===== src/rtl/melody_pkg.sv =====
// Shared definitions for the melody sequencer: note divisors, ROM entry
// layout, FSM state encoding and the default demo phrase.
package melody_pkg;

  // ROM entry layout: {div[19:0], beats[3:0]}.
  localparam int DIV_W     = 20;
  localparam int BEATS_W   = 4;
  localparam int ENTRY_W   = DIV_W + BEATS_W;

  // The beat counter is never narrower than this. The top widens it further
  // when 15 * BEAT_DIV needs more bits.
  localparam int CNT_MIN_W = 24 + BEATS_W;

  // Note divisors: clk cycles per tone period at a 25 MHz crystal.
  localparam logic [DIV_W-1:0] REST    = 20'd0;
  localparam logic [DIV_W-1:0] NOTE_C4 = 20'd95556;
  localparam logic [DIV_W-1:0] NOTE_D4 = 20'd85131;
  localparam logic [DIV_W-1:0] NOTE_E4 = 20'd75843;
  localparam logic [DIV_W-1:0] NOTE_F4 = 20'd71586;
  localparam logic [DIV_W-1:0] NOTE_G4 = 20'd63776;
  localparam logic [DIV_W-1:0] NOTE_A4 = 20'd56818;
  localparam logic [DIV_W-1:0] NOTE_B4 = 20'd50619;
  localparam logic [DIV_W-1:0] NOTE_C5 = 20'd47778;
  localparam logic [DIV_W-1:0] NOTE_D5 = 20'd42566;
  localparam logic [DIV_W-1:0] NOTE_E5 = 20'd37922;
  localparam logic [DIV_W-1:0] NOTE_F5 = 20'd35793;
  localparam logic [DIV_W-1:0] NOTE_G5 = 20'd31888;
  localparam logic [DIV_W-1:0] NOTE_A5 = 20'd28409;
  localparam logic [DIV_W-1:0] NOTE_B5 = 20'd25310;

  typedef enum logic [2:0] {
    ST_IDLE   = 3'd0,
    ST_FETCH  = 3'd1,
    ST_PLAY   = 3'd2,
    ST_GAP    = 3'd3,
    ST_PAUSED = 3'd4,
    ST_DONE   = 3'd5
  } state_e;

  // Four-entry phrase, entry 0 in the low bits. It is repeated to fill the
  // default ROM, which therefore ends by the implicit end-of-ROM rule.
  localparam logic [4*ENTRY_W-1:0] DEMO_PHRASE =
    {NOTE_C5, 4'd4, NOTE_G4, 4'd2, NOTE_E4, 4'd2, NOTE_C4, 4'd2};

  function automatic logic [DIV_W-1:0] entry_div(input logic [ENTRY_W-1:0] entry);
    return entry[ENTRY_W-1:BEATS_W];
  endfunction

  function automatic logic [BEATS_W-1:0] entry_beats(input logic [ENTRY_W-1:0] entry);
    return entry[BEATS_W-1:0];
  endfunction

endpackage


===== src/rtl/melody_rom.sv =====
// Song ROM: SONG_LEN entries of ENTRY_W bits. The read is registered, so
// data appears one clock after the address. Entry i sits at
// SONG_INIT[i*ENTRY_W +: ENTRY_W]. SONG_LEN must be a power of two, >= 4.
module melody_rom
  import melody_pkg::*;
#(
  parameter int SONG_LEN = 32,
  parameter logic [SONG_LEN*ENTRY_W-1:0] SONG_INIT = {(SONG_LEN/4){DEMO_PHRASE}},
  localparam int ADDR_W = $clog2(SONG_LEN)
) (
  input  logic               clk,
  input  logic [ADDR_W-1:0]  addr_i,
  output logic [ENTRY_W-1:0] data_o
);

  logic [ENTRY_W-1:0] rom_mem [SONG_LEN];
  logic [ENTRY_W-1:0] data_q;

  for (genvar i = 0; i < SONG_LEN; i++) begin : g_rom
    assign rom_mem[i] = SONG_INIT[i*ENTRY_W +: ENTRY_W];
  end

  // Registered ROM read.
  always_ff @(posedge clk) begin
    data_q <= rom_mem[addr_i];
  end

  assign data_o = data_q;

endmodule


===== src/rtl/melody_sequencer.sv =====
// Melody sequencer: steps through a song ROM and drives a note generator.
// Each entry plays for beats*BEAT_DIV - GAP_CYCLES cycles. A muted
// articulation gap of GAP_CYCLES cycles follows each entry.
// Define MELODY_LOOP_EN to restart from entry 0 at the end of the song
// instead of returning to IDLE.
//
// Control pulses: play, pause and stop are single-cycle strobes sampled on
// every rising clk edge. There is no handshake. A pulse that has no meaning
// in the current state is dropped. When pulses coincide, stop beats pause
// and pause beats play.
module melody_sequencer
  import melody_pkg::*;
#(
  parameter int BEAT_DIV   = 25_000_000,
  parameter int GAP_CYCLES = 1_000_000,
  parameter int SONG_LEN   = 32,
  parameter logic [SONG_LEN*ENTRY_W-1:0] SONG_INIT = {(SONG_LEN/4){DEMO_PHRASE}},
  localparam int IDX_W = $clog2(SONG_LEN)
) (
  input  logic             clk,
  input  logic             rst_n,
  input  logic             play,
  input  logic             pause,
  input  logic             stop,
  output logic [DIV_W-1:0] note_div,
  output logic             mute,
  output logic             busy,
  output logic             song_done,
  output logic [IDX_W-1:0] step_idx,
  output logic [2:0]       dbg_state
);

  localparam int PLAY_MAX = 15 * BEAT_DIV;
  localparam int CNT_W    = ($clog2(PLAY_MAX + 1) > CNT_MIN_W) ? $clog2(PLAY_MAX + 1) : CNT_MIN_W;

  localparam logic [CNT_W-1:0] BEAT_DIV_C = CNT_W'(BEAT_DIV);
  localparam logic [CNT_W-1:0] PLAY_ADJ   = CNT_W'(GAP_CYCLES + 1);
  localparam logic [CNT_W-1:0] GAP_LAST   = CNT_W'(GAP_CYCLES - 1);
  localparam logic [IDX_W-1:0] LAST_IDX   = IDX_W'(SONG_LEN - 1);

  state_e             state_q, state_d;
  state_e             ret_q, ret_d;       // state to resume into after PAUSED
  logic               fetch_q, fetch_d;   // 0: address cycle, 1: data cycle
  logic [CNT_W-1:0]   cnt_q, cnt_d;       // cycles left in PLAY/GAP, minus one
  logic [IDX_W-1:0]   step_q, step_d;
  logic [DIV_W-1:0]   div_q, div_d;
  logic               mute_q, mute_d;
  logic               mute_sv_q, mute_sv_d; // mute to restore on resume

  logic [ENTRY_W-1:0] rom_data;
  logic [DIV_W-1:0]   rom_div;
  logic [BEATS_W-1:0] rom_beats;
  logic [CNT_W-1:0]   play_last;

  melody_rom #(
    .SONG_LEN  (SONG_LEN),
    .SONG_INIT (SONG_INIT)
  ) u_rom (
    .clk    (clk),
    .addr_i (step_q),
    .data_o (rom_data)
  );

  assign rom_div   = entry_div(rom_data);
  assign rom_beats = entry_beats(rom_data);
  assign play_last = {{(CNT_W-BEATS_W){1'b0}}, rom_beats} * BEAT_DIV_C - PLAY_ADJ;

  // Next state. The normal step is computed first. A pause then diverts that
  // step into PAUSED and records it as the resume target. A stop overrides
  // everything. The cycle that carries the pause still counts as played.
  always_comb begin
    state_d   = state_q;
    ret_d     = ret_q;
    fetch_d   = fetch_q;
    cnt_d     = cnt_q;
    step_d    = step_q;
    div_d     = div_q;
    mute_d    = mute_q;
    mute_sv_d = mute_sv_q;

    case (state_q)
      ST_IDLE: begin
        if (play) begin
          state_d = ST_FETCH;
          step_d  = '0;
          fetch_d = 1'b0;
        end
      end
      ST_FETCH: begin
        if (!fetch_q) begin
          fetch_d = 1'b1;
        end else begin
          fetch_d = 1'b0;
          if (rom_beats == '0) begin
            state_d = ST_DONE;
          end else begin
            state_d = ST_PLAY;
            div_d   = rom_div;
            mute_d  = (rom_div == REST);
            cnt_d   = play_last;
          end
        end
      end
      ST_PLAY: begin
        if (cnt_q == '0) begin
          state_d = ST_GAP;
          mute_d  = 1'b1;
          cnt_d   = GAP_LAST;
        end else begin
          cnt_d = cnt_q - 1'b1;
        end
      end
      ST_GAP: begin
        if (cnt_q == '0) begin
          if (step_q == LAST_IDX) begin
            state_d = ST_DONE;
          end else begin
            state_d = ST_FETCH;
            step_d  = step_q + 1'b1;
          end
        end else begin
          cnt_d = cnt_q - 1'b1;
        end
      end
      ST_PAUSED: begin
        if (play) begin
          state_d = ret_q;
          mute_d  = mute_sv_q;
        end
      end
      ST_DONE: begin
`ifdef MELODY_LOOP_EN
        state_d = ST_FETCH;
`else
        state_d = ST_IDLE;
        div_d   = '0;
`endif
        step_d  = '0;
      end
      default: begin
        state_d = ST_IDLE;
      end
    endcase

    if (pause && (state_q == ST_PLAY || state_q == ST_GAP)) begin
      ret_d     = state_d;
      mute_sv_d = mute_d;
      state_d   = ST_PAUSED;
      mute_d    = 1'b1;
    end

    if (stop) begin
      state_d = ST_IDLE;
      fetch_d = 1'b0;
      cnt_d   = '0;
      step_d  = '0;
      div_d   = '0;
      mute_d  = 1'b1;
    end
  end

  // State and datapath registers with synchronous active-low reset.
  always_ff @(posedge clk) begin
    if (!rst_n) begin
      state_q   <= ST_IDLE;
      ret_q     <= ST_IDLE;
      fetch_q   <= 1'b0;
      cnt_q     <= '0;
      step_q    <= '0;
      div_q     <= '0;
      mute_q    <= 1'b1;
      mute_sv_q <= 1'b1;
    end else begin
      state_q   <= state_d;
      ret_q     <= ret_d;
      fetch_q   <= fetch_d;
      cnt_q     <= cnt_d;
      step_q    <= step_d;
      div_q     <= div_d;
      mute_q    <= mute_d;
      mute_sv_q <= mute_sv_d;
    end
  end

  assign note_div  = div_q;
  assign mute      = mute_q;
  assign busy      = (state_q != ST_IDLE);
  assign song_done = (state_q == ST_DONE);
  assign step_idx  = step_q;
  assign dbg_state = state_q;

endmodule


===== config.mk =====
export PLATFORM = sky130hd
export DESIGN_NAME = melody_sequencer
export DESIGN_NICKNAME = d
export VERILOG_FILES = /design/src/rtl/melody_pkg.sv /design/src/rtl/melody_rom.sv /design/src/rtl/melody_sequencer.sv
export SDC_FILE = /design/constraint.sdc
export NUM_CORES = 1
export LEC_CHECK = 0
export ABC_AREA = 1
export CORE_ASPECT_RATIO = 0.6
export CORE_MARGIN = 4
export CORE_UTILIZATION = 30
export CTS_CLUSTER_DIAMETER = 120
export CTS_CLUSTER_SIZE = 14
export DETAILED_ROUTE_END_ITERATION = 7
export PLACE_DENSITY_LB_ADDON = 0.05
export SYNTH_ARGS = -nofsm -noshare
export SYNTH_HDL_FRONTEND = slang
export SYNTH_HIERARCHICAL = 1
export SYNTH_SLANG_ARGS = --single-unit

===== constraint.sdc =====
create_clock -name clk -period 4.9 [get_ports clk]
set_input_delay 0.735 -clock clk [delete_from_list [all_inputs] [get_ports clk]]
set_output_delay 0.735 -clock clk [all_outputs]
set_load 0.05 [all_outputs]

## Word-level counts from Yosys, hierarchy flattened

Memory sizes are Yosys's and may differ from the RTL's. A register that Yosys moved wholly into a read port is not among the register bits.
Cells that the tools add are included.

| storage, ports and cells | value |
|---|---|
| register bits after elaboration | 63 |
| bits in read-only memories | 768 |
| input bits | 5 |
| output and inout bits | 31 |
| logic and storage cells | 74 |
| memories | 1 |

Memory list:

| name | depth | width | read ports | clocked after memory_dff | wr ports | line | source |
|---|---|---|---|---|---|---|---|
| (no name shown) | 32 | 24 | 1 | 1 | 0 | melody_rom.sv:25 | `data_q <= rom_mem[addr_i];` |

| cells by class | value |
|---|---|
| add/subtract/negate cells | 3 |
| multiply operators | 1 |
| equal/unequal tests | 12 |
| mux-type cells | 29 |
| bitwise logic cells | 2 |
| reduce and logical (&&, ||, !) cells | 17 |

Operator list:

| cell | count |
|---|---|
| two-way mux 29 bit | 4 |
| case mux 29 bit (3 select lines) | 1 |
| two-way mux 20 bit | 2 |
| case mux 20 bit (2 select lines) | 1 |
| zero test 29 bit | 1 |
| subtractor 29 x 1 -> 29 bit, second input constant | 1 |
| subtractor 29 x 20 -> 29 bit, second input constant | 1 |
| two-way mux 3 bit | 8 |
| multiplier 4 x 19 -> 23 bit, second input constant | 1 |
| zero test 20 bit | 1 |
| two-way mux 5 bit | 3 |
| case mux 3 bit (5 select lines) | 1 |
| case mux 5 bit (3 select lines) | 1 |
| != test 2 bit, second input constant | 6 |
| nonzero test 3 bit | 3 |
| AND reduction 4 bit | 2 |
| == test 3 x 2 -> 1 bit, second input constant | 2 |
| == test 3 bit, second input constant | 2 |
| two-way mux 1 bit | 6 |
| NOT 5 -> 6 bit | 1 |
| adder 5 x 1 -> 5 bit, second input constant | 1 |
| == test 5 bit, second input constant | 1 |
| zero test 4 bit | 1 |
| nonzero test 2 bit | 2 |
| 11 further kinds | 11 |

## Depth between registers and ports, before layout

| logic depth | value |
|---|---|
| depth in word-level cells | 5 |
| depth in mapped cells | 21 |
| gate-level depth less buffers | 20 |

## Modules after synthesis

The synthesis kept the hierarchy.

Modules (own cells, without submodules):

| module | times used | cells an instance | area each (µm²) | sequential area each (µm²) |
|---|---|---|---|---|
| melody_sequencer | 1 | 862 | 5,427.7 | 1,261.2 |
| melody_rom | 1 | 34 | 342.8 | 200.2 |

## Least setup slack after synthesis

Ideal clock, no wire load.

| path | value |
|---|---|
| path type | register to register |
| start point | register, netlist name u_rom/data_o[13] |
| end point | register cnt_q[26] |
| setup time | 70 ps |
| arrival time | 3,071 ps |
| data required time | 4,830 ps |
| slack | 1,759 ps |
| stages on the path, launching flop included | 16 |
| buffers on the path | 0 |
| clock period less this slack | 3,141 ps |
| cell sequence | dfxtp_1 fa_1 fa_1 inv_1 fa_1 inv_1 nand2_1 nand2_1 nand3_1 nor2_4 inv_2 nand2_1 inv_1 nand3_1 nand3_1 a21oi_1 |

RTL lines:

| element | line | source |
|---|---|---|
| end signal, assigned | melody_sequencer.sv:177 | `cnt_q <= cnt_d;` |
| end, declared | melody_sequencer.sv:44 | `logic [CNT_W-1:0] cnt_q, cnt_d;` |

==> results.toml <==
[outcome]
outcome = "finished clean"

[timing]
fmax_mhz = 280
hold_viol = 0
finClkSkew_ps = 10.9
rsz0062_at_grt = "false"
setup_tns_ps = 0
period_needed_ps = 3580
slew_headroom_pct = 51.5
final.period_utilization_pct = 73.0
tightest_slew_ps = 727
drv_slew = 0
setup_viol = 0

[floorplan]
design.die.area_mm2 = 0.0216
core-area_mm2 = 0.0184
fp.dieH_um = 115
io_pins = 36
std_cell_rows = 38
die_x_um = 187
start_util_pct = 31.3

[critical_path]
rrSetupSlack_ps = 1320
worstSetupPathDepth = 17
r2r-start = "u_rom/data_o[13]"
cpMaxStageDelayCell = "fa_1"
timing.rr.end = "cnt_q[26]"
crit_path_max_incr_delay_ps = 570
crit_path_end = "cnt_q[26]"
start_kind = "flop"
worstSetupStartpoint = "u_rom/data_o[13]"
r2r_cells = 17
crit_top_cell = "nand2_1"
crit_path_end_kind = "flop"
cp_top_family = "adder cells"
cp_data_arrival_time_ps = 3800
crit_fanout = 9
path_class = "flop to flop"
cp_num_buf_inv = 2
worstPathCellList = "fa_1, inv_1, fa_1, ha_1, nand2_1, nor2_1, nand2_1, nand3_1, nand2_1, nand2_1, nand2_1, nor2_4, nand2_1, inv_1, nand3_1, nand3_1, a21oi_1"
crit_required_ps = 5130

[synth]
synth_seq_area_share_pct = 25.3
netlist_area_mm2 = 0.00577
synth_edf_count = 0
yosys_warnings = 6
synth_ff_type = "dfxtp_1"
ys_types = 45
synth_area_per_cell_um2 = 6.44
synthCells = 896
synth_seq_cells = 73
synthArstFlopShare_pct = 0

[global_route]
grt_pass1_vias = 5022
grt_use_total_pct = 17.0
grt_pass1_wl_mm = 28.7
grt_max_degree = 32
grt_overflow = 0
grt_antenna_before_repair = 0

[drt]
avgViaCountPerCell = 4.68
via_count = 5449
ant_nets = 0
wl_mm = 18.0
drt_iter0_markers = 463
post_drt_wl_per_cell_um = 15.5
drc = 0
drt-pass1-iter-count = 5

[min_path]
worstHoldPathType = "flop to flop"
min_from = "note_div[19]"

[clock_network]
insertion_delay_ps = 340
cts_tree = "done"
ctsHoldBuffers = 0
cts_resized = 0
post-cts-setup-buffers = 0
cts_root_buf = "clkbuf_16"
cts_buffers = 9
htree_levels = 3
cts_buffer_depth = 2
clock_sinks = 73
cts.reportedPaths.clkPinSlew_ps = 60

[finish]
n_fill_cell = 2060
final_core_util_pct = 35.7
drive_gt1_share_pct = 6.49
syn_to_final_growth_pct = 14.2
num_antenna_cells = 0
nNetsFinal = 964

[power_and_ir_drop]
p_leak_uw = 0.00304
ir_worst_vdd_uv = 159
powerDensity_mw_per_mm2 = 291

[placement]
dpl.hpwl_mm = 14.4
gp_congestion = 0.899
port_buffers = 35

[flow_run]
cap_violations = 0
-- power breakdown --
group | internal [uW] | switching, uW
Sequential | 605 | 12.3
Combinational | 179 | 393
Clock | 475 | 258
Total | 1260 | 663
-- placed cells by master (no fill, tap or decap), types with 4 or more instances in the layout --
master	Yosys	routed
o21ai_0	48	48
a211oi_1	7	7
nand2_2	8	8
nand3_1	49	49
nand2_1	174	174
dfxtp_1	73	73
a31oi_1	4	4
a21oi_1	58	58
nor2_1	99	99
clkdlybuf4s50_1	0	35
buf_4	17	5
fa_1	8	8
o211ai_1	5	5
nor2_4	4	4
inv_1	170	170
a211oi_2	4	4
ha_1	32	32
nand4_1	19	19
inv_2	8	8
clkbuf_16	0	9
xor2_1	17	17
conb_1	2	8
o22ai_1	19	19
xnor2_1	7	7
nor3_1	13	13
-- metal layers --
metal | vias to the layer above | part of all wire (%) | wire length [um] | global-route usage (%)
li1 | 2876 | - | - | -
met1 | 2451 | 63 | 11300 | 30.4
met2 | 111 | 32 | 5700 | 19.2
met3 | 11 | 5.2 | 931 | 3.43
met4 | 0 | 0.57 | 102 | 2.71
met5 | - | 0 | 0 | 0
-- cell usage after synthesis, types with 8 or more instances --
master,count,area [um^2]
fa_1,8,160
inv_2,8,30.0
inv_1,170,638
o22ai_1,19,119
a21oi_1,58,290
nand2_1,174,653
nor3_1,13,65.1
nand2_2,8,50.1
nand3_1,49,245
ha_1,32,400
buf_4,17,128
nand4_1,19,119
xor2_1,17,149
nor2_1,99,372
o21ai_0,48,240
clkbuf_1,10,37.5
dfxtp_1,73,1460
-- flip-flops by register name, summed over array words and instances, names as in the netlist, 3 cells and up --
| register | cells |
|---|---|
| u_rom/data_o | 10 |
| ret_q | 3 |
| cnt_q | 29 |
| note_div | 20 |
| dbg_state | 3 |
| step_idx | 5 |
-- kinds of logic after synthesis --
family          Yosys count  share of synthesized area, %
fa+ha+maj                40                          9.71
compound gates          151                          14.8
xor+xnor                 24                          3.64
flops                    73                          25.3
buf+inv                 215                          15.5
simple gates            391                          30.9
other cells               2                         0.130
-- worst reg2reg max path: cells and delay by family, from the launching register on --
| family | cells | cell delay (ps) |
|---|---|---|
| simple gates | 11 | 1280 |
| buf+inv | 2 | 180 |
| flops | 1 | 540 |
| fa+ha+maj | 3 | 1400 |
| compound gates | 1 | 60 |
-- worst min path at each step --
stage,endpoint,cells after the start
global placement,note_div[19],2
finish,note_div[19],2
floorplan,mute_sv_q,2
global route,mute_sv_q,2
CTS,mute_sv_q,2
detailed placement,mute_sv_q,2
-- metrics by stage --
step	power (uW)	area (um^2)	setup slack, ps	instances	hold WS [ps]
after floorplan	1040	5790	1760	902	439
after global placement	1190	6270	1260	1148	470
after detailed placement	1180	6270	1320	1148	463
after CTS	1920	6590	1300	1164	477
after global routing	2040	6590	985	1164	493
final	1920	6590	1320	1164	475
-- layout make-up --
class	count	area, um^2	share of cell area, %
Clock buffer	14	264	4.00
Clock inverter	2	60.1	0.911
Inverter	181	681	10.3
Multi-Input combinational cell	614	3440	52.2
Sequential cell	73	1460	22.2
Tap cell	240	300	4.55
Timing Repair Buffer	40	388	5.88
(Power assumes the default switching activity.)
